===== src/rtl/regbank_pkg.sv =====
// Shared constants for the UART channel register bank: function codes, response
// byte prefixes, NAK codes and the decode FSM state encoding.
package regbank_pkg;

    localparam logic [7:0] FN_CFG    = 8'h01;
    localparam logic [7:0] FN_CTRL   = 8'h02;
    localparam logic [7:0] FN_COMMIT = 8'h03;
    localparam logic [7:0] FN_EN     = 8'h04;
    localparam logic [7:0] FN_RDBK   = 8'h05;

    localparam logic [3:0] ACK_PFX    = 4'hA;
    localparam logic [3:0] NAK_PFX    = 4'hE;
    localparam logic [3:0] NAK_BAD_CH = 4'h1;
    localparam logic [3:0] NAK_BAD_FN = 4'h2;

    typedef enum logic [1:0] {
        ST_IDLE = 2'd0,
        ST_EXEC = 2'd1,
        ST_RESP = 2'd2,
        ST_RDBK = 2'd3
    } state_t;

    function automatic logic [7:0] ack_byte(input logic [3:0] fn_lo);
        return {ACK_PFX, fn_lo};
    endfunction

    function automatic logic [7:0] nak_byte(input logic [3:0] code);
        return {NAK_PFX, code};
    endfunction

endpackage


===== src/rtl/uart_regbank_ch.sv =====
// One channel: shadow bank {ctrl,duty,dessert,num,pat}, active copy, pending-commit flag
// and the one-cycle apply strobe. Readback port exists with UART_REGBANK_READBACK_EN.
module uart_regbank_ch
    import regbank_pkg::*;
#(
    parameter int PAT_W = 32
) (
    input  logic             clk_50M,
    input  logic             rst_n,
    input  logic             cfg_we,
    input  logic [7:0]       cfg_duty,
    input  logic [15:0]      cfg_dessert,
    input  logic [7:0]       cfg_num,
    input  logic [PAT_W-1:0] cfg_pat,
    input  logic             ctrl_we,
    input  logic [7:0]       ctrl_val,
    input  logic             commit_set,
    input  logic             en_we,
    input  logic             en_val,
    input  logic             busy,
    output logic             ch_en,
    output logic [7:0]       duty_num,
    output logic [15:0]      pulse_dessert,
    output logic [7:0]       pulse_num,
    output logic [PAT_W-1:0] pat,
    output logic             apply_stb
`ifdef UART_REGBANK_READBACK_EN
    ,
    output logic [PAT_W+39:0] rb_shadow
`endif
);

    localparam int BANK_W = PAT_W + 40;

    logic [BANK_W-1:0] sh_q, sh_d;
    logic              en_q, en_d;
    logic [7:0]        duty_q, duty_d;
    logic [15:0]       des_q, des_d;
    logic [7:0]        num_q, num_d;
    logic [PAT_W-1:0]  pat_q, pat_d;
    logic              pend_q, pend_d;
    logic              stb_q, stb_d;
    logic              apply;

    always_comb begin
        sh_d = sh_q;
        if (cfg_we)  sh_d[PAT_W+31:0] = {cfg_duty, cfg_dessert, cfg_num, cfg_pat};
        if (ctrl_we) sh_d[BANK_W-1 -: 8] = ctrl_val;

        apply  = pend_q && !busy;
        pend_d = commit_set || (pend_q && busy);
        stb_d  = apply;

        en_d   = en_q;
        duty_d = duty_q;
        des_d  = des_q;
        num_d  = num_q;
        pat_d  = pat_q;
        // Apply from sh_d so a shadow write landing on the apply edge is not lost
        if (apply) begin
            {duty_d, des_d, num_d, pat_d} = sh_d[PAT_W+31:0];
            en_d = sh_d[PAT_W+32];
        end
        if (en_we) en_d = en_val;
    end

    always_ff @(posedge clk_50M or negedge rst_n) begin
        if (!rst_n) begin
            sh_q   <= '0;
            en_q   <= 1'b0;
            duty_q <= '0;
            des_q  <= '0;
            num_q  <= '0;
            pat_q  <= '0;
            pend_q <= 1'b0;
            stb_q  <= 1'b0;
        end else begin
            sh_q   <= sh_d;
            en_q   <= en_d;
            duty_q <= duty_d;
            des_q  <= des_d;
            num_q  <= num_d;
            pat_q  <= pat_d;
            pend_q <= pend_d;
            stb_q  <= stb_d;
        end
    end

    assign ch_en         = en_q;
    assign duty_num      = duty_q;
    assign pulse_dessert = des_q;
    assign pulse_num     = num_q;
    assign pat           = pat_q;
    assign apply_stb     = stb_q;
`ifdef UART_REGBANK_READBACK_EN
    assign rb_shadow     = sh_q;
`endif

endmodule


===== src/rtl/uart_chan_regbank.sv =====
// UART command decoder into NUM_CH shadow/active register banks with ACK/NAK response.
// Define UART_REGBANK_READBACK_EN to enable function 0x05 shadow readback (RDBK state).
module uart_chan_regbank
    import regbank_pkg::*;
#(
    parameter int NUM_CH    = 4,
    parameter int PAT_W     = 32,
    parameter int PKT_BYTES = 10,
    parameter int ERR_W     = 8
) (
    input  logic                    clk_50M,
    input  logic                    rst_n,
    input  logic                    pkt_valid,
    input  logic [7:0]              pkt_func,
    input  logic [8*PKT_BYTES-1:0]  pkt_data,
    input  logic [NUM_CH-1:0]       ch_busy,
    output logic [NUM_CH-1:0]       ch_en,
    output logic [8*NUM_CH-1:0]     duty_num,
    output logic [16*NUM_CH-1:0]    pulse_dessert,
    output logic [8*NUM_CH-1:0]     pulse_num,
    output logic [PAT_W*NUM_CH-1:0] pat,
    output logic [NUM_CH-1:0]       apply_stb,
    output logic                    rsp_valid,
    input  logic                    rsp_ready,
    output logic [7:0]              rsp_data,
    output logic [ERR_W-1:0]        err_cnt
);

    localparam int PAT_B = PAT_W / 8;

    state_t                 state_q;
    logic [7:0]             func_q;
    logic [8*PKT_BYTES-1:0] data_q;
    logic                   rsp_valid_q;
    logic [7:0]             rsp_data_q;
    logic [ERR_W-1:0]       err_cnt_q, err_cnt_d;

    logic [7:0]       b0, b1, b2, b3, b4, b5;
    logic [PAT_W-1:0] pkt_pat;
    logic             exec, ch_ok, nak;
    logic [7:0]       resp_byte;
    logic [1:0]       err_inc;
    logic [ERR_W:0]   err_sum;

    assign b0    = data_q[7:0];
    assign b1    = data_q[15:8];
    assign b2    = data_q[23:16];
    assign b3    = data_q[31:24];
    assign b4    = data_q[39:32];
    assign b5    = data_q[47:40];
    assign exec  = (state_q == ST_EXEC);
    assign ch_ok = (b0 < 8'(NUM_CH));

    always_comb begin
        pkt_pat = '0;
        for (int j = 0; j < PAT_B; j++) begin
            pkt_pat[PAT_W-1-8*j -: 8] = data_q[8*(6+j) +: 8];
        end
    end

`ifdef UART_REGBANK_READBACK_EN
    localparam int RB_W     = PAT_W + 40;
    localparam int RB_BYTES = 5 + PAT_B;
    localparam int CH_W     = (NUM_CH > 1) ? $clog2(NUM_CH) : 1;

    logic [RB_W-1:0] rb_shadow [NUM_CH];
    logic [RB_W-1:0] rb_sel;
    logic [3:0]      rdbk_idx_q;
    logic [7:0]      rdbk_byte;
    logic            to_rdbk;

    assign rb_sel    = rb_shadow[b0[CH_W-1:0]];
    assign rdbk_byte = rb_sel[RB_W-1-8*rdbk_idx_q -: 8];
`endif

    always_comb begin
        nak       = 1'b0;
        resp_byte = ack_byte(func_q[3:0]);
`ifdef UART_REGBANK_READBACK_EN
        to_rdbk   = 1'b0;
`endif
        case (func_q)
            FN_CFG, FN_CTRL, FN_EN: begin
                if (!ch_ok) begin
                    nak       = 1'b1;
                    resp_byte = nak_byte(NAK_BAD_CH);
                end
            end
            FN_COMMIT: ;
`ifdef UART_REGBANK_READBACK_EN
            FN_RDBK: begin
                if (!ch_ok) begin
                    nak       = 1'b1;
                    resp_byte = nak_byte(NAK_BAD_CH);
                end else begin
                    to_rdbk   = 1'b1;
                end
            end
`endif
            default: begin
                nak       = 1'b1;
                resp_byte = nak_byte(NAK_BAD_FN);
            end
        endcase
    end

    // A NAK and a dropped packet can land on the same edge, so the increment is 0..2
    always_comb begin
        err_inc   = 2'(pkt_valid && (state_q != ST_IDLE)) + 2'(exec && nak);
        err_sum   = {1'b0, err_cnt_q} + (ERR_W+1)'(err_inc);
        err_cnt_d = err_sum[ERR_W] ? {ERR_W{1'b1}} : err_sum[ERR_W-1:0];
    end

    always_ff @(posedge clk_50M or negedge rst_n) begin
        if (!rst_n) err_cnt_q <= '0;
        else        err_cnt_q <= err_cnt_d;
    end

    always_ff @(posedge clk_50M or negedge rst_n) begin
        if (!rst_n) begin
            state_q     <= ST_IDLE;
            func_q      <= '0;
            data_q      <= '0;
            rsp_valid_q <= 1'b0;
            rsp_data_q  <= '0;
`ifdef UART_REGBANK_READBACK_EN
            rdbk_idx_q  <= '0;
`endif
        end else begin
            case (state_q)
                ST_IDLE: begin
                    if (pkt_valid) begin
                        func_q  <= pkt_func;
                        data_q  <= pkt_data;
                        state_q <= ST_EXEC;
                    end
                end
                ST_EXEC: begin
                    rsp_valid_q <= 1'b1;
                    rsp_data_q  <= resp_byte;
`ifdef UART_REGBANK_READBACK_EN
                    rdbk_idx_q  <= '0;
                    state_q     <= to_rdbk ? ST_RDBK : ST_RESP;
`else
                    state_q     <= ST_RESP;
`endif
                end
                ST_RESP: begin
                    if (rsp_ready) begin
                        rsp_valid_q <= 1'b0;
                        state_q     <= ST_IDLE;
                    end
                end
`ifdef UART_REGBANK_READBACK_EN
                ST_RDBK: begin
                    if (rsp_ready) begin
                        if (rdbk_idx_q == 4'(RB_BYTES)) begin
                            rsp_valid_q <= 1'b0;
                            state_q     <= ST_IDLE;
                        end else begin
                            rsp_data_q <= rdbk_byte;
                            rdbk_idx_q <= rdbk_idx_q + 4'd1;
                        end
                    end
                end
`endif
                default: state_q <= ST_IDLE;
            endcase
        end
    end

    for (genvar gi = 0; gi < NUM_CH; gi++) begin : g_ch
        logic hit;
        assign hit = exec && (b0 == 8'(gi));

        uart_regbank_ch #(
            .PAT_W(PAT_W)
        ) u_ch (
            .clk_50M       (clk_50M),
            .rst_n         (rst_n),
            .cfg_we        (hit && (func_q == FN_CFG)),
            .cfg_duty      (b2),
            .cfg_dessert   ({b3, b4}),
            .cfg_num       (b5),
            .cfg_pat       (pkt_pat),
            .ctrl_we       (hit && (func_q == FN_CTRL)),
            .ctrl_val      (b1),
            .commit_set    (exec && (func_q == FN_COMMIT) && b0[gi]),
            .en_we         (hit && (func_q == FN_EN)),
            .en_val        (b1[0]),
            .busy          (ch_busy[gi]),
            .ch_en         (ch_en[gi]),
            .duty_num      (duty_num[8*gi +: 8]),
            .pulse_dessert (pulse_dessert[16*gi +: 16]),
            .pulse_num     (pulse_num[8*gi +: 8]),
            .pat           (pat[PAT_W*gi +: PAT_W]),
            .apply_stb     (apply_stb[gi])
`ifdef UART_REGBANK_READBACK_EN
            ,
            .rb_shadow     (rb_shadow[gi])
`endif
        );
    end

    assign rsp_valid = rsp_valid_q;
    assign rsp_data  = rsp_data_q;
    assign err_cnt   = err_cnt_q;

endmodule


===== config.mk =====
export PLATFORM = sky130hd
export DESIGN_NAME = uart_chan_regbank
export DESIGN_NICKNAME = d
export VERILOG_FILES = /design/src/rtl/regbank_pkg.sv /design/src/rtl/uart_regbank_ch.sv /design/src/rtl/uart_chan_regbank.sv
export SDC_FILE = /design/constraint.sdc
export NUM_CORES = 1
export LEC_CHECK = 0
export BUFFER_PORTS_ARGS = -buffer_cell sky130_fd_sc_hd__buf_2
export CORE_MARGIN = 1.5
export CORE_UTILIZATION = 36
export DETAILED_ROUTE_END_ITERATION = 10
export PLACE_DENSITY_LB_ADDON = 0.1
export SLEW_MARGIN = 20
export SYNTH_ARGS = -nofsm -noshare
export SYNTH_HDL_FRONTEND = slang
export SYNTH_SLANG_ARGS = --single-unit

===== constraint.sdc =====
create_clock -name clk_50M -period 3.49 [get_ports clk_50M]
set_clock_uncertainty 0.1 [all_clocks]
set_input_delay 0.698 -clock clk_50M [delete_from_list [all_inputs] [get_ports clk_50M]]
set_output_delay 0.698 -clock clk_50M [all_outputs]
set_load 0.02 [all_outputs]

* Word-level counts from Yosys, hierarchy flattened
Cells that the tools add are included.
** Cells by class
- Add/sub/neg operators :: 2
- Magnitude comparators :: 1
- Eq/ne operators :: 11
- Multiplexer cells :: 26
- Reductions and logical operators :: 51
** Operators by type and width (count)
- $mux W64 :: 4
- $eq A8 B2 Y1 const B :: 4
- $logic_and A1 B1 Y1 :: 31
- $eq A8 B1 Y1 const B :: 2
- $mux W1 :: 14
- $pmux W7 S2 :: 1
- $reduce_bool A2 Y1 :: 6
- $add A8 B2 Y9 :: 1
- $eq A8 B3 Y1 const B :: 1
- $logic_not A8 Y1 :: 1
- $lt A8 B3 Y1 const B :: 1
- $mux W8 :: 1
- $mux W7 :: 1
- $pmux W2 S3 :: 1
- $reduce_and A2 Y1 :: 3
- $logic_not A1 Y1 :: 4
- $logic_or A1 B1 Y1 :: 4
- $mux W2 :: 2
- $ne A2 B2 Y1 const B :: 2
- $pmux W1 S2 :: 2
- $reduce_or A3 Y1 :: 1
- $add A1 B1 Y2 :: 1
- $eq A2 B1 Y1 const B :: 1
- $eq A2 B2 Y1 const B :: 1
- $logic_not A2 Y1 :: 1
** Storage, ports and cells
- Register bits after elaboration :: 635
- Input port bits :: 96
- Output and inout port bits :: 281
- Word-level logic and storage cells :: 129

* Depth between registers and ports, before layout
- Depth in word-level cells :: 7
- Mapped depth :: 12
- Mapped depth without buffers :: 11

* By module
A second synthesis with hierarchy kept.
** Second synthesis, totals
- Cells, all modules :: 1970
- Area, all modules :: 25399.4 um^2
** Modules (own cells, without submodules)
- uart_regbank_ch :: instances 4, cells each 416, area an instance 5285.1 um^2, seq. area each 3303.2 um^2
- uart_chan_regbank :: instances 1, cells each 306, area an instance 4259.1 um^2, seq. area each 2627.5 um^2

* Worst setup path after synthesis
OpenSTA, ideal clock, no wires.
- Kind :: register to register
- From :: register func_q[2]
- To :: register err_cnt_q[6] (netlist: err_cnt[6])
- Library setup time :: 125 ps
- Arrival :: 2220 ps
- Required time :: 3265 ps
- Path slack :: 1046 ps
- Cell stages (with the launch flop) :: 13
- Path buffers :: 1
- Period minus slack after synthesis :: 2444 ps
- Cell sequence :: dfrtp_1 > clkbuf_1 > xor2_1 > o2111a_1 > nand2_1 > nand3_1 > fa_1 > inv_1 > ha_1 > and3_1 > nand3_1 > nor3_1 > a21oi_1
** Between the ends
- Cells in the longest elaborated chain, start to end :: 7
- Elaborated cells on any way between the ends :: 10
- Those cells by class :: add/sub: 2; eq/ne: 4; mux: 2; reduce/logical: 2
** RTL lines
- from (decl) :: RTL line uart_chan_regbank.sv:32 : logic [7:0] func_q;
- from (signal assigned) :: RTL line uart_chan_regbank.sv:133 : func_q <= pkt_func;
- $eq A8 B1 Y1, or another cell as far along :: RTL line uart_chan_regbank.sv:82 : case (func_q)
- $reduce_or A3 Y1 :: RTL line uart_chan_regbank.sv:82
- $pmux W1 S2 (*) :: RTL line uart_chan_regbank.sv:82
- $logic_and A1 B1 Y1 (*) :: RTL line uart_chan_regbank.sv:109 : err_inc = 2'(pkt_valid && (state_q != ST_IDLE)) + 2'(exec && nak);
- $add A1 B1 Y2 (*) :: RTL line uart_chan_regbank.sv:109
- $add A8 B2 Y9 (*) :: RTL line uart_chan_regbank.sv:110 : err_sum = {1'b0, err_cnt_q} + (ERR_W+1)'(err_inc);
- $mux W8 (*) :: RTL line uart_chan_regbank.sv:111 : err_cnt_d = err_sum[ERR_W] ? {ERR_W{1'b1}} : err_sum[ERR_W-1:0];
- named net err_cnt_d[6] :: RTL line uart_chan_regbank.sv:36 : logic [ERR_W-1:0] err_cnt_q, err_cnt_d;
- to (signal assigned) :: RTL line uart_chan_regbank.sv:116 : else err_cnt_q <= err_cnt_d;
- to (decl) :: RTL line uart_chan_regbank.sv:36
Mark *: on every way through the listed nets, which the timed path passes. The rest lies on a longest branch.
A chain may end at the register's enable or synchronous reset.

* Final worst setup path
- From :: register func_q[5]
- To :: register g_ch[1].u_ch.pat_q[14]
** Between the ends
- Cells in the longest elaborated chain, start to end :: 3
** RTL lines
- $eq A8 B1 Y1 :: RTL line uart_chan_regbank.sv:181 : .cfg_we (hit && (func_q == FN_CFG)),
- $logic_and A1 B1 Y1 :: RTL line uart_chan_regbank.sv:181
- $mux W64 :: RTL line uart_regbank_ch.sv:47 : if (cfg_we) sh_d[PAT_W+31:0] = {cfg_duty, cfg_dessert, cfg_num, cfg_pat};
- to (signal assigned) :: RTL line uart_regbank_ch.sv:83 : pat_q <= pat_d;
- to (decl) :: RTL line uart_regbank_ch.sv:40 : logic [PAT_W-1:0] pat_q, pat_d;
No other way between the ends.

==> summary.md <==
| Metric | Value |
|---|---|
| Via density | `5.17` |
| Slowest CP cell | `nor4_2` |
| Worst path arrival time | `3250 ps` |
| Initial Utilization | `36.4%` |
| Total of max-cap violations | `0` |
| # H-tree levels | `3` |
| Register Area | `0.0157 mm2` |
| EDFF count, synth | `0` |
| DP Area | `0.0268 mm2` |
| DIE AREA | `0.0682 mm2` |
| Post-cts resize count | `0` |
| HP Class | `in -> reg` |
| Synthesis-stage register bit count | `626` |
| Achievable clock frequency | `353 MHz` |
| Avg Cell Area, Syn | `10.5 um2` |
| Ranking of synthesized cells by area | `dfrtp_1, nand2_1, a31oi_1` |
| Final core occ | `44.2%` |
| Placed Cells | `3,395` |
| Fillers | `6,368` |
| Setup Buffers After CTS | `0` |
| Startpoint types | `flop` |
| I/O Pins | `377` |
| Port Buffers | `368` |
| Row count | `94` |
| Final period utilization | `81.3%` |
| Area Overhead vs Synth | `21.3%` |
| Max clock buf depth | `3` |
| Core area | `0.0659 mm2` |
| CP Max Fanout | `66` |
| RSZ-0062 raised after global routing | `no` |
| Max incr delay on CP | `450 ps` |
| Min Clock Period, post-route | `2840 ps` |
| Total CTS buffers | `71` |
| Fraction of the yosys area taken by sequential cells | `65.3%` |
| Req. time, crit path | `3900 ps` |
| Status | `finished clean` |
| Worst-Skew Late Latency | `600 ps` |
| Clock root buffer master | `clkbuf_16` |
| Routability Congestion | `0.794` |
| Top-area cell type share of the netlist area | `65.3%` |
| DP HPWL | `46,700 um` |
| GRT Total Usage | `21.3%` |
| Main synth FF type | `dfrtp_1` |
| Vias | `18,200` |
| Final antenna-violating net count | `0` |
| Final setup viols | `0` |
| Hold violation total from the final report | `0` |
| Syn_nets | `2,378` |
| Synth cell types | `39` |
| Initial antenna violation count | `5` |
| Leak | `15.4 nW` |
| Cell with the most instances after synthesis | `dfrtp_1` |
| Largest net degree at the start of global routing | `86` |
| Post-synthesis cell count | `2,280` |
| TritonCTS sink count | `626` |
| Synth async-reset ratio | `100%` |
| Yosys Warn Count | `0` |
| First-pass GRT wire length | `110,000 um` |
| DRT Wirelength | `72,400 um` |
| CTS tree | `built` |
| Layout cells sized above 1 | `23.5%` |
| Avg WL per Cell | `20.6 um` |
| Nets | `2,703` |
| Multi-input combinational cell area | `0.00748 mm2` |
| Pwr per Cell Area | `726 mW/mm2` |
| Worst slew pin tran | `1030 ps` |
| Vias in the first global route | `18,000` |
| Synth area leader | `dfrtp_1` |
| CP cell instances | `nor4_2, and4b_1, buf_4, and2_4, buf_12, nand3_1, a31oi_1` |
| Setup_tns | `0 ps` |
| Crit. End Element | `flop` |
| Pre-antenna DRT Iters | `5` |
| Finished Layout Cells | `3,518` |
| Post-synth top cells | `dfrtp_1, nand2_1, nor2_1, nand3_1, a31oi_1` |
| Die width | `261 um` |
| Final Max Slew Viols | `0` |
| CP delay by family, top | `simple AND/OR/NAND/NOR gates` |
| Worst IR drop on VDD | `440 uV` |
| Clk slew on worst S/H paths | `60 ps` |
| Buf+Inv Stages, Crit Path | `2` |
| Kind of critical path | `reg -> reg` |
| Drt initial violations | `1,339` |
| Relative slew slack | `31.3%` |
| Design Area, Final | `0.0291 mm2` |
| DRC | `0` |
| Remaining Overflow, GRT | `0` |
| Final Power | `0.0211 W` |
| Cell Area, Synth | `0.0240 mm2` |
| Height of the die | `261 um` |
[final cells by class]
type / instances / area share, %
multi-input cells: 1479 / 25.7
flip-flops and latches: 626 / 53.8
inverters: 10 / 0.163
well taps: 864 / 3.72
clock inverters: 15 / 0.692
clock buffers: 104 / 7.30
repair buffers: 417 / 8.54
diodes: 3 / 0.0258
[report_power, final]
group          total [W]  switching (W)  internal, W
logic            0.00382        0.00234      0.00148
registers        0.00987        0.00149      0.00838
clock network    0.00742        0.00292      0.00449
[worst register-to-register path, delay by kind of cell (launching register included)]
family	cells	cell delay [ps]
simple gates	4	1440
buf+inv	2	600
compound gates	1	230
flops	1	390
[final timing paths]
kind / start / to / slack [ps] / depth (start not counted)
min in group asynchronous: rst_n / g_ch[0].u_ch.sh_q[50]$_DFF_PN0_ / 570 / 2
worst max-delay path: func_q[5]$_DFFE_PN0P_ / g_ch[1].u_ch.pat[14]$_DFFE_PN0P_ / 650 / 7
worst max register to register: func_q[5]$_DFFE_PN0P_ / g_ch[1].u_ch.pat[14]$_DFFE_PN0P_ / 650 / 7
max in group asynchronous: rst_n / g_ch[0].u_ch.sh_q[62]$_DFF_PN0_ / 1760 / 3
worst min register to register: g_ch[1].u_ch.sh_q[58]$_DFF_PN0_ / g_ch[1].u_ch.sh_q[58]$_DFF_PN0_ / 360 / 2
worst min-delay path: pkt_func[3] / func_q[3]$_DFFE_PN0P_ / 210 / 3
[routing by layer]
layer  share of wire, %  track usage [%]  wire (um)
met2                 47             34.3      34300
met4                2.4             6.99       1720
met3                6.5             5.10       4690
met1                 44             28.4      31600
met5              0.051                0         37
[registers in the layout, indices dropped and copies added (netlist names), 8 cells and up]
signal / flops
g_ch.u_ch.pulse_num: 32
g_ch.u_ch.pat: 128
err_cnt: 8
g_ch.u_ch.sh_q: 260
func_q: 8
g_ch.u_ch.pulse_dessert: 64
data_q: 73
g_ch.u_ch.duty_num: 32
[layout by cell type (no fill, tap or decap), types with 2 or more instances in the layout]
master / count
clkbuf_8: 18
nor2_1: 271
clkinv_8: 2
clkbuf_1: 13
and3_1: 2
a22o_1: 4
clkinv_2: 8
dfrtp_1: 626
xor2_1: 2
buf_2: 367
o21ai_0: 7
mux2_2: 84
nor3b_4: 2
nor4_2: 2
clkbuf_16: 73
o21a_1: 2
and2_1: 2
nand4_1: 3
nand3_4: 4
nand3b_1: 2
buf_4: 27
diode_2: 3
bufinv_16: 4
a21oi_1: 13
buf_12: 21
nand2_1: 531
inv_1: 6
nand3_1: 264
nand2b_1: 7
a221o_1: 4
a31oi_1: 257
inv_4: 4
[through the flow]
stage          hold slack [ps]  worst slack (ps)
2_1_floorplan              302              1050
3_3_place_gp               342               706
3_5_place_dp               349               637
4_1_cts                    166               624
5_1_grt                    205               479
6_report                   208               654
[cells by family (layout without fill, tap and decap cells)]
family,after synthesis,after routing,share of synthesized area [%]
other,1,4,0.0156
buffers and inverters,175,546,3.80
XOR/XNOR,3,3,0.110
flip-flops,626,626,65.3
adder cells (fa/ha/maj),2,2,0.136
multiplexers,84,84,3.94
AND/OR/NAND/NOR,1101,1101,19.1
AO/OA/AOI/OAI,288,288,7.54
[repair_timing]
action                                  CTS  global route
hold buffers                              1             0
hold endpoints to repair                 37             0
endpoints found under the setup margin    0             0
(Power assumes the default switching activity.)
